`config.mk`:
```
export PLATFORM = sky130hd
export DESIGN_NAME = nibble_seq_flat
export DESIGN_NICKNAME = d
export VERILOG_FILES = /design/src/rtl/nibble_seq_if.sv /design/src/rtl/nibble_seq.sv /design/src/flat_wrapper.sv
export SDC_FILE = /design/constraint.sdc
export NUM_CORES = 1
export LEC_CHECK = 0
export CAP_MARGIN = 20
export CORE_MARGIN = 2
export CORE_UTILIZATION = 25
export DETAILED_ROUTE_END_ITERATION = 6
export PLACE_DENSITY = 0.63
export SLEW_MARGIN = 20
export SYNTH_ARGS = -nofsm -noshare
export SYNTH_HDL_FRONTEND = slang
export SYNTH_SLANG_ARGS = --single-unit
export TNS_END_PERCENT = 30
```
`constraint.sdc`:
```
create_clock -name clk -period 4.55 [get_ports clk]
set_input_delay 0.91 -clock clk [delete_from_list [all_inputs] [get_ports clk]]
set_output_delay 0.91 -clock clk [all_outputs]
set_load 0.02 [all_outputs]
```
`src/rtl/nibble_seq_if.sv`:
```
// Bus bundle between the nibble_seq core and its instruction ROM, data RAM,
// external ALU and I/O ports; master is the core side.
interface nibble_seq_if;
    logic [7:0]  imem_addr;
    logic [11:0] imem_data;
    logic [3:0]  dmem_addr;
    logic [3:0]  dmem_wdata;
    logic        dmem_we;
    logic [3:0]  dmem_rdata;
    logic [2:0]  alu_op;
    logic [3:0]  alu_a;
    logic [3:0]  alu_b;
    logic [3:0]  alu_out;
    logic        alu_carry;
    logic        alu_zero;
    logic [3:0]  in_data;
    logic        in_valid;
    logic        in_ready;
    logic [3:0]  out_data;
    logic        out_valid;
    logic        out_ready;
    logic [3:0]  acc;
    logic        carry_flag;
    logic        zero_flag;
    logic        halted;

    modport master (
        output imem_addr, dmem_addr, dmem_wdata, dmem_we, alu_op, alu_a, alu_b,
               in_ready, out_data, out_valid, acc, carry_flag, zero_flag, halted,
        input  imem_data, dmem_rdata, alu_out, alu_carry, alu_zero,
               in_data, in_valid, out_ready
    );

    modport slave (
        input  imem_addr, dmem_addr, dmem_wdata, dmem_we, alu_op, alu_a, alu_b,
               in_ready, out_data, out_valid, acc, carry_flag, zero_flag, halted,
        output imem_data, dmem_rdata, alu_out, alu_carry, alu_zero,
               in_data, in_valid, out_ready
    );
endinterface

```
`src/rtl/nibble_seq.sv`:
```
// 4-bit accumulator sequencer: fetches 12-bit instructions from a synchronous ROM,
// drives an external ALU, a synchronous data RAM and handshaked I/O ports.
module nibble_seq #(
    parameter logic [7:0] RESET_PC = 8'h00
) (
    input  logic           clk,
    input  logic           rst_n,
    nibble_seq_if.master   bus
);
    localparam int unsigned PC_W = 8;
    localparam int unsigned DW   = 4;

    typedef enum logic [2:0] {
        S_FETCH, S_DECODE, S_MEM, S_EXEC, S_IO_WAIT, S_HALT
    } state_t;

    localparam logic [3:0] OP_LIT  = 4'h0;
    localparam logic [3:0] OP_IN   = 4'h1;
    localparam logic [3:0] OP_LD   = 4'h2;
    localparam logic [3:0] OP_ST   = 4'h3;
    localparam logic [3:0] OP_OUT  = 4'h4;
    localparam logic [3:0] OP_ADDI = 4'h5;
    localparam logic [3:0] OP_ADDM = 4'h6;
    localparam logic [3:0] OP_CMPI = 4'h7;
    localparam logic [3:0] OP_CMPM = 4'h8;
    localparam logic [3:0] OP_NORI = 4'h9;
    localparam logic [3:0] OP_NORM = 4'hA;
    localparam logic [3:0] OP_JMP  = 4'hB;
    localparam logic [3:0] OP_JZ   = 4'hC;
    localparam logic [3:0] OP_JNZ  = 4'hD;
    localparam logic [3:0] OP_JC   = 4'hE;
    localparam logic [3:0] OP_HALT = 4'hF;

    localparam logic [2:0] ALU_OUT = 3'b000;
    localparam logic [2:0] ALU_CMP = 3'b001;
    localparam logic [2:0] ALU_LD  = 3'b010;
    localparam logic [2:0] ALU_ADD = 3'b011;
    localparam logic [2:0] ALU_NOR = 3'b100;

    state_t          state, state_nxt;
    logic [PC_W-1:0] pc;
    logic [3:0]      ir_op;
    logic [DW-1:0]   ir_arg;
    logic [DW-1:0]   acc;
    logic            carry_flag;
    logic            zero_flag;
    logic            halted;

    logic [3:0]      dec_op;
    logic            jump_taken_c;
    logic            mem_operand_c;
    logic            acc_wr_c;
    logic            flag_wr_c;
    logic            dmem_we_c;
    logic            in_ready_c;
    logic            out_valid_c;
    logic [2:0]      alu_op_c;

    assign dec_op        = bus.imem_data[11:8];
    assign mem_operand_c = ir_op inside {OP_LD, OP_ADDM, OP_CMPM, OP_NORM};
    assign acc_wr_c      = ir_op inside {OP_LIT, OP_LD, OP_ADDI, OP_ADDM, OP_NORI, OP_NORM};
    assign flag_wr_c     = ir_op inside {OP_ADDI, OP_ADDM, OP_CMPI, OP_CMPM, OP_NORI, OP_NORM};

    // Branches resolve in DECODE against the word arriving from the ROM.
    always_comb begin
        jump_taken_c = 1'b0;
        case (dec_op)
            OP_JMP:  jump_taken_c = 1'b1;
            OP_JZ:   jump_taken_c = zero_flag;
            OP_JNZ:  jump_taken_c = ~zero_flag;
            OP_JC:   jump_taken_c = carry_flag;
            default: jump_taken_c = 1'b0;
        endcase
    end

    always_ff @(posedge clk or negedge rst_n) begin
        if (!rst_n) state <= S_FETCH;
        else        state <= state_nxt;
    end

    // Next state plus the state-decoded strobes (zero everywhere except their own state).
    always_comb begin
        state_nxt   = state;
        dmem_we_c   = 1'b0;
        in_ready_c  = 1'b0;
        out_valid_c = 1'b0;
        alu_op_c    = ALU_OUT;
        case (state)
            S_FETCH:  state_nxt = S_DECODE;
            S_DECODE: begin
                case (dec_op)
                    OP_LD, OP_ADDM, OP_CMPM, OP_NORM: state_nxt = S_MEM;
                    OP_IN, OP_OUT:                    state_nxt = S_IO_WAIT;
                    OP_JMP, OP_JZ, OP_JNZ, OP_JC:     state_nxt = S_FETCH;
                    OP_HALT:                          state_nxt = S_HALT;
                    default:                          state_nxt = S_EXEC;
                endcase
            end
            S_MEM:    state_nxt = S_EXEC;
            S_EXEC: begin
                state_nxt = S_FETCH;
                dmem_we_c = (ir_op == OP_ST);
                case (ir_op)
                    OP_LIT, OP_LD:     alu_op_c = ALU_LD;
                    OP_ADDI, OP_ADDM:  alu_op_c = ALU_ADD;
                    OP_CMPI, OP_CMPM:  alu_op_c = ALU_CMP;
                    OP_NORI, OP_NORM:  alu_op_c = ALU_NOR;
                    default:           alu_op_c = ALU_OUT;
                endcase
            end
            S_IO_WAIT: begin
                in_ready_c  = (ir_op == OP_IN);
                out_valid_c = (ir_op == OP_OUT);
                if ((in_ready_c && bus.in_valid) || (out_valid_c && bus.out_ready))
                    state_nxt = S_FETCH;
            end
            S_HALT:   state_nxt = S_HALT;
            default:  state_nxt = S_FETCH;
        endcase
    end

    // Architectural registers; HALT simply never matches an updating state.
    always_ff @(posedge clk or negedge rst_n) begin
        if (!rst_n) begin
            pc         <= RESET_PC;
            ir_op      <= 4'h0;
            ir_arg     <= 4'h0;
            acc        <= 4'h0;
            carry_flag <= 1'b0;
            zero_flag  <= 1'b0;
            halted     <= 1'b0;
        end else begin
            case (state)
                S_DECODE: begin
                    ir_op  <= dec_op;
                    ir_arg <= bus.imem_data[3:0];
                    pc     <= jump_taken_c ? bus.imem_data[7:0] : pc + PC_W'(1);
                    if (dec_op == OP_HALT) halted <= 1'b1;
                end
                S_EXEC: begin
                    if (acc_wr_c) acc <= bus.alu_out;
                    if (flag_wr_c) begin
                        carry_flag <= bus.alu_carry;
                        zero_flag  <= bus.alu_zero;
                    end
                end
                S_IO_WAIT: begin
                    if (in_ready_c && bus.in_valid) acc <= bus.in_data;
                end
                default: ;
            endcase
        end
    end

    assign bus.imem_addr  = pc;
    assign bus.dmem_addr  = ir_arg;
    assign bus.dmem_wdata = acc;
    assign bus.dmem_we    = dmem_we_c;
    assign bus.alu_op     = alu_op_c;
    assign bus.alu_a      = acc;
    assign bus.alu_b      = mem_operand_c ? bus.dmem_rdata : ir_arg;
    assign bus.in_ready   = in_ready_c;
    assign bus.out_data   = acc;
    assign bus.out_valid  = out_valid_c;
    assign bus.acc        = acc;
    assign bus.carry_flag = carry_flag;
    assign bus.zero_flag  = zero_flag;
    assign bus.halted     = halted;
endmodule

```
`src/flat_wrapper.sv`:
```
// flat-port wrapper written by rule: the top's interface ports become plain ports
module nibble_seq_flat 
#(
    parameter logic [7:0] RESET_PC = 8'h00
)
  (clk, rst_n, bus_imem_addr, bus_dmem_addr, bus_dmem_wdata, bus_dmem_we, bus_alu_op, bus_alu_a, bus_alu_b, bus_in_ready, bus_out_data, bus_out_valid, bus_acc, bus_carry_flag, bus_zero_flag, bus_halted, bus_imem_data, bus_dmem_rdata, bus_alu_out, bus_alu_carry, bus_alu_zero, bus_in_data, bus_in_valid, bus_out_ready);
  nibble_seq_if bus_i ();
  input  logic clk;
  input  logic rst_n;
  output wire logic [$bits(bus_i.imem_addr)-1:0] bus_imem_addr;
  output wire logic [$bits(bus_i.dmem_addr)-1:0] bus_dmem_addr;
  output wire logic [$bits(bus_i.dmem_wdata)-1:0] bus_dmem_wdata;
  output wire logic [$bits(bus_i.dmem_we)-1:0] bus_dmem_we;
  output wire logic [$bits(bus_i.alu_op)-1:0] bus_alu_op;
  output wire logic [$bits(bus_i.alu_a)-1:0] bus_alu_a;
  output wire logic [$bits(bus_i.alu_b)-1:0] bus_alu_b;
  output wire logic [$bits(bus_i.in_ready)-1:0] bus_in_ready;
  output wire logic [$bits(bus_i.out_data)-1:0] bus_out_data;
  output wire logic [$bits(bus_i.out_valid)-1:0] bus_out_valid;
  output wire logic [$bits(bus_i.acc)-1:0] bus_acc;
  output wire logic [$bits(bus_i.carry_flag)-1:0] bus_carry_flag;
  output wire logic [$bits(bus_i.zero_flag)-1:0] bus_zero_flag;
  output wire logic [$bits(bus_i.halted)-1:0] bus_halted;
  input wire logic [$bits(bus_i.imem_data)-1:0] bus_imem_data;
  input wire logic [$bits(bus_i.dmem_rdata)-1:0] bus_dmem_rdata;
  input wire logic [$bits(bus_i.alu_out)-1:0] bus_alu_out;
  input wire logic [$bits(bus_i.alu_carry)-1:0] bus_alu_carry;
  input wire logic [$bits(bus_i.alu_zero)-1:0] bus_alu_zero;
  input wire logic [$bits(bus_i.in_data)-1:0] bus_in_data;
  input wire logic [$bits(bus_i.in_valid)-1:0] bus_in_valid;
  input wire logic [$bits(bus_i.out_ready)-1:0] bus_out_ready;
  assign bus_imem_addr = bus_i.imem_addr;
  assign bus_dmem_addr = bus_i.dmem_addr;
  assign bus_dmem_wdata = bus_i.dmem_wdata;
  assign bus_dmem_we = bus_i.dmem_we;
  assign bus_alu_op = bus_i.alu_op;
  assign bus_alu_a = bus_i.alu_a;
  assign bus_alu_b = bus_i.alu_b;
  assign bus_in_ready = bus_i.in_ready;
  assign bus_out_data = bus_i.out_data;
  assign bus_out_valid = bus_i.out_valid;
  assign bus_acc = bus_i.acc;
  assign bus_carry_flag = bus_i.carry_flag;
  assign bus_zero_flag = bus_i.zero_flag;
  assign bus_halted = bus_i.halted;
  assign bus_i.imem_data = bus_imem_data;
  assign bus_i.dmem_rdata = bus_dmem_rdata;
  assign bus_i.alu_out = bus_alu_out;
  assign bus_i.alu_carry = bus_alu_carry;
  assign bus_i.alu_zero = bus_alu_zero;
  assign bus_i.in_data = bus_in_data;
  assign bus_i.in_valid = bus_in_valid;
  assign bus_i.out_ready = bus_out_ready;
  nibble_seq #(.RESET_PC(RESET_PC)) u_core (.clk(clk), .rst_n(rst_n), .bus(bus_i));
endmodule
```
==> results.cfg <==
[synthesis]
syn_avg_cell_area_sq_um = 8.963
synthArstFlopShare_pct = 100.0
syn_inst = 202
yosys_warnings = 0
synth_seq_cells = 26
ys_types = 46
synth_edf_count = 0
syn_area_sq_um = 1810
syn-num-nets = 245
ys_seq_area_share_pct = 35.94
synthFlopType = dfrtp_1

[global_routing]
grt_pass1_vias = 1548
grt_usage_pct = 11.72
grt_max_degree = 27
antenna_found_initial = 0
grt_first_pass_wirelength_mm = 7.403
grt-ovfl-total = 0

[timing]
max_clock_freq_mhz = 296.0
worst_pin_slew_ps = 663.5
min_period_over_period_pct = 74.25
setup_violations = 0
worst_slew_margin_rel_pct = 55.77
whs_ps = 508.7
rsz0062_at_grt = no
finalHoldViolations = 0
period_needed_ps = 3378
finClkSkew_ps = 4.274
setup_tns_ps = 0
slew_viol_final = 0

[detailed_routing]
wl_per_cell_um = 12.72
first_pass_iters = 4
postRouteAntennaNets = 0
drcViolationCount = 0
routed_wirelength_mm = 4.540
avgViaCountPerCell = 4.611
vias = 1646
drtIter0Drc = 149

[floorplan]
initial_core_util_pct = 25.37
coreArea_sq_um = 7137
num_rows = 31
die_x_um = 89.10
dieArea_sq_um = 7939
ios = 71
die_y_um = 89.10

[clock_tree]
htreeDepth = 1
clock-root-buffer = clkbuf_8
cts_resized = 0
clkTransAtPathRegs_ps = 100
cts_buffers = 3
cts_setup_buffers = 0
cts_hold_buf = 0
clock_sinks = 26
cts_tree = done
clockBufferDepth = 2
clock_latency_ps = 270

[cells_and_area]
final_core_util_pct = 36.34
antenna_cells = 0
final_cells = 357
synthToLayoutAreaGrowth_pct = 43.26
fin_nets = 302
drive_above_1_share_pct = 6.202

[outcome]
status = complete, no violations

[critical_path]
endpoint_kind = primary output
crit_fanout = 6
required_ps = 3640
rrSetupSlack_ps = 2660
crit_path_start_kind = flop
crit_type = flop to primary output
critPathArrivalTime_ps = 2470

[placed_design]
detailed_place_hpwl_mm = 3.480
placed_cells = 353
io_buffers = 70
gp_congestion = 0.7487

[pwr]
leakagePower_nw = 1.069
ir_drop_mv = 0.2267
p_per_area_nw_per_um2 = 695.5

[run]
cap_violations = 0

[hold_path]
hold_path.class = flop to flop
sequential cells by signal (all words and copies together), names as in the netlist:
register / count
u_core.bus.halted: 1
u_core.bus.imem_addr: 8
u_core.bus.zero_flag: 1
u_core.bus.dmem_addr: 4
u_core.state: 3
u_core.bus.acc: 4
u_core.bus.carry_flag: 1
u_core.ir_op: 4
synthesized netlist by cell type (2+ instances only):
| cell type | n | share of area [%] |
|---|---|---|
| nand2_1 | 28 | 5.8 |
| dfrtp_1 | 26 | 36 |
| nor2_1 | 15 | 3.1 |
| ha_1 | 13 | 9.0 |
| buf_4 | 12 | 5.0 |
| a21oi_1 | 11 | 3.0 |
| a211oi_1 | 9 | 3.7 |
| inv_1 | 8 | 1.7 |
| nand3_1 | 8 | 2.2 |
| mux2i_1 | 7 | 3.9 |
| o21ai_0 | 7 | 1.9 |
| mux2_2 | 6 | 3.7 |
| buf_2 | 3 | 0.83 |
| clkbuf_1 | 3 | 0.62 |
| nand2b_1 | 3 | 1.0 |
| nor2b_1 | 3 | 1.0 |
| nor3_1 | 3 | 0.83 |
| o21ai_1 | 3 | 0.83 |
| a22oi_1 | 2 | 0.83 |
| a2bb2oi_1 | 2 | 0.97 |
| a31oi_1 | 2 | 0.69 |
| nand4_1 | 2 | 0.69 |
| nor3b_1 | 2 | 0.83 |
| o31ai_1 | 2 | 0.83 |
path summary, 6_finish.rpt:
path                                         from                 endpoint  depth (start not counted)
worst min-delay path            u_core.bus.halted        u_core.bus.halted                          1
worst max-delay path              u_core.ir_op[0]             bus_alu_b[0]                          6
worst min register to register  u_core.bus.halted        u_core.bus.halted                          1
max in group asynchronous                   rst_n    u_core.bus.carry_flag                          2
min in group asynchronous                   rst_n  u_core.bus.imem_addr[7]                          2
worst max register to register    u_core.state[2]  u_core.bus.imem_addr[7]                          3
kinds of logic after synthesis:
| family | after synthesis | share of synthesized area, % |
|---|---|---|
| and+or+nand+nor | 76 | 21.56 |
| adders and majority gates | 13 | 8.984 |
| AOI/OAI and AO/OA | 46 | 16.38 |
| buffers and inverters | 27 | 8.293 |
| DFF | 26 | 35.94 |
| muxes | 14 | 8.846 |
stage by stage:
stage / instance area [sq um] / worst slack (ps) / power [mW]
finish: 2594 / 1172 / 1.804
global placement: 2522 / 1521 / 1.601
CTS: 2594 / 1126 / 1.827
floorplan: 1810 / 2118 / 1.221
detailed placement: 2522 / 1445 / 1.624
global route: 2594 / 1014 / 1.957
cell usage in the layout (no fill, tap or decap), types with 2 or more instances in the layout:
cell              n
a21oi_1          11
clkdlybuf4s50_1  70
a2bb2oi_1         2
a22oi_1           2
nor2b_1           3
o21ai_1           3
nand4_1           2
nand2_1          28
inv_1             8
nand2b_1          3
mux2_2            6
nor3_1            3
a31oi_1           2
nand3_1           8
ha_1             13
o31ai_1           2
nor2_1           15
clkbuf_8          3
nor3b_1           2
o21ai_0           7
mux2i_1           7
dfrtp_1          26
a211oi_1          9
power by group:
part | internal, mW | switching [mW]
Sequential | 0.347 | 0.158
Combinational | 0.531 | 0.571
Clock | 0.118 | 0.0790
per-layer routing:
layer  track usage [%]  vias up  routed length, um
met5                 0        -                  0
met4             2.442        0                 27
met3             1.662        4                227
met2             19.73       56               2185
met1             16.09      765               2099
li1                  -      821                  -
cell type report:
type | instances | area, sq um
Sequential cell | 26 | 650.6
Tap cell | 99 | 123.9
Inverter | 8 | 30.03
Timing Repair Buffer | 71 | 708.2
Fill cell | 756 | 4543
Clock inverter | 1 | 30.03
Multi-Input combinational cell | 149 | 1010
Clock buffer | 3 | 41.29
critical path, cell delays in order (launching register included):
cell and delay (ps):
dfrtp_1 430, inv_1 120, ha_1 270, a21oi_1 90
a21oi_1 360, mux2_2 390, clkdlybuf4s50_1 540
Power figures use the tool's default switching activity.
